--- config.mk ---
export PLATFORM = sky130hd
export DESIGN_NAME = grp_scheduler
export DESIGN_NICKNAME = d
export VERILOG_FILES = /design/src/rtl/lib_arbiter_pkg.sv /design/src/rtl/rr_pick.sv /design/src/rtl/grp_scheduler.sv
export SDC_FILE = /design/constraint.sdc
export NUM_CORES = 1
export LEC_CHECK = 0
export CAP_MARGIN = 40
export CORE_MARGIN = 2
export CORE_UTILIZATION = 47
export DETAILED_ROUTE_END_ITERATION = 8
export HOLD_SLACK_MARGIN = 0.03
export PLACE_DENSITY_LB_ADDON = 0.05
export SLEW_MARGIN = 30
export SYNTH_ARGS = -nofsm -noshare
export SYNTH_HDL_FRONTEND = slang
export SYNTH_SLANG_ARGS = --single-unit
--- constraint.sdc ---
create_clock -name clk_i -period 4.7 [get_ports clk_i]
set_input_delay 0.47 -clock clk_i [delete_from_list [all_inputs] [get_ports clk_i]]
set_output_delay 0.47 -clock clk_i [all_outputs]
set_load 0.01 [all_outputs]
--- src/rtl/lib_arbiter_pkg.sv ---
// Shared arbiter types: the state encoding used by the group scheduler FSM.
package lib_arbiter_pkg;

  typedef enum logic [1:0] {
    IDLE  = 2'd0,
    SERVE = 2'd1,
    GAP   = 2'd2
  } sched_state_e;

endpackage

--- src/rtl/rr_pick.sv ---
// Combinational round-robin picker: first asserted request at or after ptr, wrapping.
module rr_pick #(
  parameter int N    = 4,
  parameter int ID_W = $clog2(N)
) (
  input  logic [N-1:0]    req,
  input  logic [ID_W-1:0] ptr,
  output logic [ID_W-1:0] winner,
  output logic            valid
);

  logic [ID_W-1:0] cand [N];

  // cand[gi] is the group visited at search offset gi from ptr
  for (genvar gi = 0; gi < N; gi++) begin : g_cand
    logic [ID_W:0] sum;
    assign sum       = {1'b0, ptr} + (ID_W+1)'(gi);
    assign cand[gi]  = (sum >= (ID_W+1)'(N)) ? ID_W'(sum - (ID_W+1)'(N)) : sum[ID_W-1:0];
  end

  always_comb begin
    winner = '0;
    valid  = |req;
    for (int i = N - 1; i >= 0; i--) begin
      if (req[cand[i]]) winner = cand[i];
    end
  end

endmodule

--- src/rtl/grp_scheduler.sv ---
// Grants one pixel group at a time with round-robin fairness, a hold timeout
// and a mandatory one-cycle gap after every grant.
module grp_scheduler
  import lib_arbiter_pkg::*;
#(
  parameter int NUM_GROUPS = 4,
  parameter int TIMEOUT    = 15,
  parameter int ID_W       = $clog2(NUM_GROUPS)
) (
  input  logic                  clk_i,
  input  logic                  reset_i,
  input  logic [NUM_GROUPS-1:0] req_i,
  input  logic [NUM_GROUPS-1:0] release_i,
  output logic [NUM_GROUPS-1:0] enable_o,
  output logic                  grp_enable_o,
  output logic [ID_W-1:0]       grp_id_o,
  output logic                  busy_o,
  output logic                  timeout_o
);

  localparam int CNT_W = $clog2(TIMEOUT + 1);
  localparam logic [CNT_W-1:0] CNT_LAST = CNT_W'(TIMEOUT - 1);
  localparam logic [CNT_W-1:0] CNT_MAX  = CNT_W'(TIMEOUT);

  sched_state_e          state_q, state_d;
  logic [NUM_GROUPS-1:0] enable_q, enable_d;
  logic                  grp_enable_q, grp_enable_d;
  logic [ID_W-1:0]       grp_id_q, grp_id_d;
  logic                  busy_q, busy_d;
  logic                  timeout_q, timeout_d;
  logic [ID_W-1:0]       ptr_q, ptr_d;
  logic [CNT_W-1:0]      wait_cnt_q, wait_cnt_d;

  logic [ID_W-1:0]       pick_id;
  logic                  pick_valid;
  logic [ID_W-1:0]       next_ptr;
  logic                  cur_release, cur_req, cur_expired;

  rr_pick #(
    .N    (NUM_GROUPS),
    .ID_W (ID_W)
  ) u_rr_pick (
    .req    (req_i),
    .ptr    (ptr_q),
    .winner (pick_id),
    .valid  (pick_valid)
  );

  assign next_ptr    = (grp_id_q == ID_W'(NUM_GROUPS - 1)) ? '0 : grp_id_q + 1'b1;
  assign cur_release = release_i[grp_id_q];
  assign cur_req     = req_i[grp_id_q];
  assign cur_expired = (wait_cnt_q == CNT_LAST);

  always_comb begin
    state_d    = state_q;
    enable_d   = enable_q;
    grp_id_d   = grp_id_q;
    ptr_d      = ptr_q;
    wait_cnt_d = wait_cnt_q;
    timeout_d  = 1'b0;

    case (state_q)
      IDLE: begin
        if (pick_valid) begin
          state_d    = SERVE;
          enable_d   = NUM_GROUPS'(1) << pick_id;
          grp_id_d   = pick_id;
          wait_cnt_d = '0;
        end
      end
      SERVE: begin
        // Priority: release, then abandonment, then timeout
        if (cur_release || !cur_req || cur_expired) begin
          state_d   = GAP;
          enable_d  = '0;
          ptr_d     = next_ptr;
          timeout_d = !cur_release && cur_req && cur_expired;
        end else if (wait_cnt_q != CNT_MAX) begin
          wait_cnt_d = wait_cnt_q + 1'b1;
        end
      end
      GAP: begin
        state_d    = IDLE;
        wait_cnt_d = '0;
      end
      default: begin
        state_d  = IDLE;
        enable_d = '0;
      end
    endcase

    grp_enable_d = |enable_d;
    busy_d       = (state_d != IDLE);
  end

  always_ff @(posedge clk_i or posedge reset_i) begin
    if (reset_i) begin
      state_q      <= IDLE;
      enable_q     <= '0;
      grp_enable_q <= 1'b0;
      grp_id_q     <= '0;
      busy_q       <= 1'b0;
      timeout_q    <= 1'b0;
      ptr_q        <= '0;
      wait_cnt_q   <= '0;
    end else begin
      state_q      <= state_d;
      enable_q     <= enable_d;
      grp_enable_q <= grp_enable_d;
      grp_id_q     <= grp_id_d;
      busy_q       <= busy_d;
      timeout_q    <= timeout_d;
      ptr_q        <= ptr_d;
      wait_cnt_q   <= wait_cnt_d;
    end
  end

  assign enable_o     = enable_q;
  assign grp_enable_o = grp_enable_q;
  assign grp_id_o     = grp_id_q;
  assign busy_o       = busy_q;
  assign timeout_o    = timeout_q;

endmodule

==> summary.md, run 1 <==
| Metric | Value |
|---|---|
| Io pins | 19 |
| Max H-tree Level | 1 |
| Die height | between 40 and 50 um |
| Grt total ovfl | 0 |
| Number of global-route vias before repair | roughly 730 |
| CP startpoint | req_i[0] |
| Post-CTS setup buffers | 0 |
| Final ANT Viol Nets | 0 |
| Switching part of the total | 39.98% |
| Setup TNS | 0 ns |
| Setup violations, final | 0 |
| Vias | ~800 |
| Critical Path End Type | flop |
| Min Clock Period, post-route | about 2.2 ns |
| Post-CTS Resized | 0 |
| Starting Density | between 40% and 50% |
| Max-slew violation count | 0 |
| Slew HR | between 50% and 60% |
| CP Launch Type | primary input |
| Non-filler cells, final | between 100 and 150 |
| Finished Cell Area | 1172 um^2 |
| Number of buffers added on ports | 18 |
| Total of max-cap violations | 0 |
| NumNets Final | approximately 130 |
| WHS | about 0.52 ns |
| DRC | 0 |
| Fill count | between 150 and 200 |
| DP Area | 1146 um^2 |
| Layout cells sized above 1 | under 10% |
| Inserted Diodes | 0 |
| Pin count of the biggest net entering global routing | 18 |
| HP Class | reg2reg |
| IR drop worst, VDD | between 0.4 and 0.5 mV |
| Worst Skew | between 0.007 and 0.008 ns |
| Synth warnings | 0 |
| # hold bufs at CTS | 0 |
| Hpwl dp | 1.497 mm |
| Max Root-Sink Buffers | 2 |
| CTS tree | yes |
| Final hold vios | 0 |
| Clock power share | about an eighth |
| Commonest cells after routing, fill and taps aside | clkdlybuf4s50_1, dfrtp_1, nand2_1, nor2_1, a21oi_1 |
| Die Wd | about 50 um |
| Worst-path clk slew | about 0.1 ns |
| Worst r2r src | wait_cnt_q[0] |
| Outcome | finished clean |
| Seq cells post-synth | 17 |
| Critical path fanouts, max | 10 |
| Syn_nets | between 100 and 150 |
| Commonest non-fill, non-tap cell in the layout | clkdlybuf4s50_1 |
| Num CTS Buffers | 3 |
| Vias/cell | 5.796 |
| Core Footprint | slightly below 2000 um^2 |
| Hold Path Origin | state_q[1] |
| Max frequency | approximately 460 MHz |
| Placed Cells | around 140 |
| Seq. cell area | 425.4 um^2 |
| Initial antenna violation count | 0 |
| Full die area | approximately 2400 um^2 |
| Pre-antenna DRT Iters | 4 |
| Initial drt markers | 9 |
| Worst Max-Slew Pin Slew | 0.6156 ns |
| Layout area overhead | 25.10% |
| Clk root buf | clkbuf_4 |
| PnR worst setup slack | 2.521 ns |
| Post-synthesis cell type count | 33 |
| Post-synthesis instance area | around 940 um^2 |
| Required @ worst endpoint | just under 5 ns |
| Worst-Skew Late Latency | roughly 0.28 ns |
| Power share of the combinational group | 48.5% |
| Unrepaired setup endpoints after global routing | false |
| Mapped Avg Cell Area | around 10 um^2 |
| Psw | approximately 260 uW |
| Routed len/inst | around 14 um |
| Seq/Total Area, Yosys | a little under half |
| Cells after Synth | 94 |
| GP Congestion | about 0.87 |
| Dpl ws | around 2.2 ns |
| Detailed Route WL | 1.958 mm |
| Int Pwr | a little under 400 uW |
| GRT Total Usage | around 18% |
| Multi-input gate area | roughly 490 um^2 |
| Seq pwr share | about two fifths |
| Row count | 16 |
| # clock sinks | 17 |
| Leakage | approximately 0.53 nW |
| First-pass GRT wire length | 3.401 mm |
| Critical Path AT | 2.36 ns |
| Pwr Density | approximately 560 nW/um^2 |
| Fin crit share | 46.36% |
| Setup CP Type | in2reg |
stage by stage:
| stage | total power [mW] | util [%] |
|---|---|---|
| final | 0.6549 | 61.00 |
| after global routing | 0.7119 | 61.00 |
| after CTS | 0.6601 | 61.00 |
| after detailed placement | 0.5811 | 59.64 |
| after global placement | 0.5771 | 59.64 |
| after floorplan | 0.4604 | - |
power by group through the flow:
stage          registers [mW]  logic (mW)  clock network (mW)
2_1_floorplan           0.267       0.194                   0
3_3_place_gp            0.264       0.313                   0
3_5_place_dp            0.264       0.317                   0
4_1_cts                 0.261       0.319              0.0795
5_1_grt                 0.273       0.352              0.0871
6_report                0.261       0.318              0.0765
layer usage:
metal | routed length (um) | global-route usage (%) | share of wire [%] | up-vias
li1 | - | - | - | 401
met2 | 874 | 26.48 | 45 | 24
met3 | 99 | 4.321 | 5.1 | 2
met5 | 0 | 0 | 0 | -
met4 | 14 | 5.714 | 0.72 | 0
met1 | 969 | 26.76 | 49 | 396
path summary, 6_finish.rpt:
| check | endpoint | slack, ns | depth (start not counted) |
|---|---|---|---|
| min in group asynchronous | wait_cnt_q[3] | 0.55 | 2 |
| worst min-delay path | busy_o | 0.52 | 1 |
| worst min register to register | busy_o | 0.52 | 1 |
| max in group asynchronous | grp_id_o[1] | 3.75 | 2 |
| worst max-delay path | ptr_q[0] | 2.52 | 5 |
| worst max register to register | wait_cnt_q[1] | 2.86 | 5 |
worst max-delay path, cell delays in order:
cell and delay (ns):
clkdlybuf4s50_1 0.52, nor2b_1 0.18, mux4_2 0.60, a21oi_4 0.25
mux2_1 0.34
flip-flops by register name (all words and copies together), names as in the netlist:
| signal | cells |
|---|---|
| ptr_q | 2 |
| busy_o | 1 |
| state_q | 2 |
| grp_enable_o | 1 |
| timeout_o | 1 |
| wait_cnt_q | 4 |
| grp_id_o | 2 |
| enable_o | 4 |
cell type report:
cell class	instances	area share, %
clock buffers	4	2.241
flip-flops and latches	17	36.29
inverters	4	1.281
multi-input cells	72	41.94
repair buffers	18	15.37
well taps	27	2.882
synth_stat cells:
cell | count | area (um^2)
a211o_1 | 2 | 17.52
a211oi_1 | 1 | 7.510
a21boi_2 | 1 | 11.26
a21oi_1 | 6 | 30.03
a21oi_4 | 1 | 16.27
a221o_1 | 1 | 10.01
a31oi_1 | 2 | 12.51
a41o_1 | 1 | 10.01
and2_1 | 1 | 6.260
and3_1 | 3 | 18.77
and4_1 | 2 | 17.52
and4b_1 | 1 | 10.01
buf_2 | 1 | 5.000
dfrtp_1 | 17 | 425.4
ha_1 | 3 | 37.54
inv_1 | 4 | 15.01
mux2_1 | 2 | 22.52
mux2i_1 | 1 | 10.01
mux4_2 | 1 | 22.52
nand2_1 | 13 | 48.80
nand2b_1 | 2 | 12.51
nand3_1 | 1 | 5.000
nor2_1 | 7 | 26.28
nor2b_1 | 5 | 31.28
nor3_1 | 1 | 5.000
nor4_1 | 2 | 12.51
o21a_1 | 1 | 7.510
o21ai_0 | 2 | 10.01
o22a_1 | 2 | 17.52
o22ai_1 | 1 | 6.260
o32ai_1 | 4 | 35.03
or3_1 | 1 | 6.260
or4_1 | 1 | 7.510
cells by family (layout without fill, tap and decap cells):
group                      Yosys count  after routing  share of synthesized area (%)
AOI/OAI and AO/OA                   25             25                          20.43
adders and majority gates            3              3                          4.006
buffers and inverters                5             26                          2.135
DFF                                 17             17                          45.39
muxes                                4              4                          5.874
and+or+nand+nor                     40             40                          22.16
Note: power is estimated with default switching activity, not from simulation.
==> inputs of run 2 (changes only) <==
Settings changed: CORE_UTILIZATION 47 to 44.
Clock period 4.7 ns to 2 ns, I/O delays scaled along.
==> summary.md, run 2 (synthesis gave the netlist of run 1 again) <==
| Metric | Value |
|---|---|
| IR drop worst, VDD | 0.7454 mV (was 0.4249 mV) |
| Psw | 643.4 uW (was 261.8 uW) |
| Pin count of the biggest net entering global routing | 18 (unchanged) |
| Worst-Skew Late Latency | 0.30 ns (was 0.28 ns) |
| Inserted Diodes | 0 (unchanged) |
| Final hold vios | 0 (unchanged) |
| Worst Skew | 0.001875 ns (was 0.007943 ns) |
| Die height | 50.15 um (was 48.66 um) |
| Io pins | 19 (unchanged) |
| Max H-tree Level | 1 (unchanged) |
| Setup violations, final | 0 (unchanged) |
| Num CTS Buffers | 3 (unchanged) |
| Switching part of the total | 39.51% (was 39.98%) |
| Vias/cell | 5.480 (was 5.796) |
| GRT Total Usage | 19.31% (was 18.20%) |
| Unrepaired setup endpoints after global routing | false (unchanged) |
| Starting Density | 47.29% (was 48.76%) |
| Routed len/inst | 13.43 um (was 13.79 um) |
| Worst-path clk slew | 0.10 ns (about the same) |
| Critical path fanouts, max | 5 (was 10) |
| Commonest cells after routing, fill and taps aside | clkdlybuf4s50_1, dfrtp_1, nand2_1, buf_4, nor2_1 (was clkdlybuf4s50_1, dfrtp_1, nand2_1, nor2_1, a21oi_1) |
| Final Util | 63.01% (was 61.00%) |
| Layout area overhead | 33.24% (was 25.10%) |
| DRC | 0 (unchanged) |
| HP Class | in2async (was reg2reg) |
| Post-CTS setup buffers | 0 (unchanged) |
| Worst Max-Slew Pin Slew | 0.6330 ns (was 0.6156 ns) |
| Placed Cells | 148 (was 138) |
| Post-CTS Resized | 0 (unchanged) |
| Fin crit share | slightly below 90% |
| Clock power share | 11.4% (was 11.7%) |
| Max Root-Sink Buffers | 2 (unchanged) |
| Pre-antenna DRT Iters | 4 (unchanged) |
| Required @ worst endpoint | 2.19 ns (was 4.88 ns) |
| Die Wd | 50.15 um (was 48.66 um) |
| Leakage | 0.5782 nW (was 0.5276 nW) |
| Finished Cell Area | 1249 um^2 (was 1172 um^2) |
| Initial antenna violation count | 0 (unchanged) |
| Multi-input gate area | 491.7 um^2 (unchanged) |
| NumNets Final | 139 (was 129) |
| Number of buffers added on ports | 18 (unchanged) |
| Initial drt markers | 19 (was 9) |
| Seq. cell area | 425.4 um^2 (unchanged) |
| Commonest non-fill, non-tap cell in the layout | clkdlybuf4s50_1 (unchanged) |
| Layout cells sized above 1 | 13.60% (was 5.217%) |
| Total of max-cap violations | 0 (unchanged) |
| Int Pwr | 984.9 uW (was 393.0 uW) |
| Max frequency | around 560 MHz |
| Max-slew violation count | 0 (unchanged) |
| Reg2reg setup slack | 0.23 ns (was 2.86 ns) |
| # hold bufs at CTS | 0 (unchanged) |
| Grt total ovfl | 0 (unchanged) |
| Clk root buf | clkbuf_4 (unchanged) |
| Critical Path AT | 1.97 ns (was 2.36 ns) |
| Setup CP Type | reg2reg (was in2reg) |
| Outcome | finished clean (unchanged) |
| Setup TNS | 0 ns (unchanged) |
| Row count | 16 (unchanged) |
| CTS tree | yes (unchanged) |
| Core Footprint | 1982 um^2 (was 1922 um^2) |
| # clock sinks | 17 (unchanged) |
| Power share of the combinational group | 50.8% (was 48.5%) |
| Number of global-route vias before repair | 826 (was 729) |
| GP Congestion | 0.8090 (was 0.8709) |
| Critical Path End Type | flop (unchanged) |
| Vias | 833 (was 823) |
| Detailed Route WL | 2.041 mm (was 1.958 mm) |
| Min Clock Period, post-route | around 1.8 ns |
| Worst r2r src | wait_cnt_q[0] (unchanged) |
| Non-filler cells, final | 152 (was 142) |
| CP startpoint | wait_cnt_q[0] (was req_i[0]) |
| DP Area | 1221 um^2 (was 1146 um^2) |
| Pwr Density | 1304 nW/um^2 (was 558.6 nW/um^2) |
| Full die area | 2515 um^2 (was 2367 um^2) |
| WHS | 0.2744 ns (was 0.5232 ns) |
| Hpwl dp | 1.578 mm (was 1.497 mm) |
| Fill count | 164 (was 177) |
| Slew HR | 57.75% (was 58.91%) |
| Final ANT Viol Nets | 0 (unchanged) |
| Seq pwr share | 37.8% (was 39.8%) |
| First-pass GRT wire length | 3.691 mm (was 3.401 mm) |
| CP Launch Type | flop (was primary input) |
==> run 2: layer usage <==
layer / GRT usage, % / share of wire (%)
met2: 28.51 / 42
met3: 5.655 / 5.9
met5: 0 / 0
met4: 6.944 / 1.6
met1: 26.78 / 50
==> run 2: metrics by stage <==
stage	total power, mW	setup slack [ns]
2_1_floorplan	1.082	0.2936
3_3_place_gp	1.428	-0.03068
3_5_place_dp	1.452	-0.05289
4_1_cts	1.640	0.2176
5_1_grt	1.770	0.1226
6_report	1.628	0.2276
==> run 2: critical path: stages, from the launching register on <==
cell      delay [ns]
dfrtp_1         0.44
ha_1            0.25
and4_1          0.22
a211oi_1        0.35
buf_4           0.19
nand2_1         0.05
o22a_1          0.17
==> run 2: worst paths after layout <==
kind / cells past startpoint / endpoint
worst min-delay path: 2 / grp_id_o[1]
worst min register to register: 1 / busy_o
worst max-delay path: 6 / wait_cnt_q[0]
max in group asynchronous: 2 / enable_o[2]
worst max register to register: 6 / wait_cnt_q[0]
min in group clk_i: 1 / busy_o
==> run 2: cell type report <==
type,count,share of cell area (%)
clock buffer,3,1.804
timing repair buffer,28,20.44
sequential,17,34.07
tap,27,2.705
multi-input combinational,72,39.38
inverter,4,1.202
clock inverter,1,0.4008
==> run 2: power groups by stage <==
| stage | Sequential [mW] | Combinational (mW) | Clock [mW] |
|---|---|---|---|
| 4_1_cts | 0.616 | 0.832 | 0.192 |
| 3_5_place_dp | 0.624 | 0.828 | 0 |
| 2_1_floorplan | 0.627 | 0.456 | 0 |
| 3_3_place_gp | 0.620 | 0.808 | 0 |
| 5_1_grt | 0.641 | 0.917 | 0.212 |
| 6_report | 0.615 | 0.827 | 0.186 |
==> inputs of run 3 (changes only) <==
Settings changed: HOLD_SLACK_MARGIN 0.03 to 0.08.
==> results of run 3 <==
No change in the layout: final DEF, timing and power equal those of run 2.
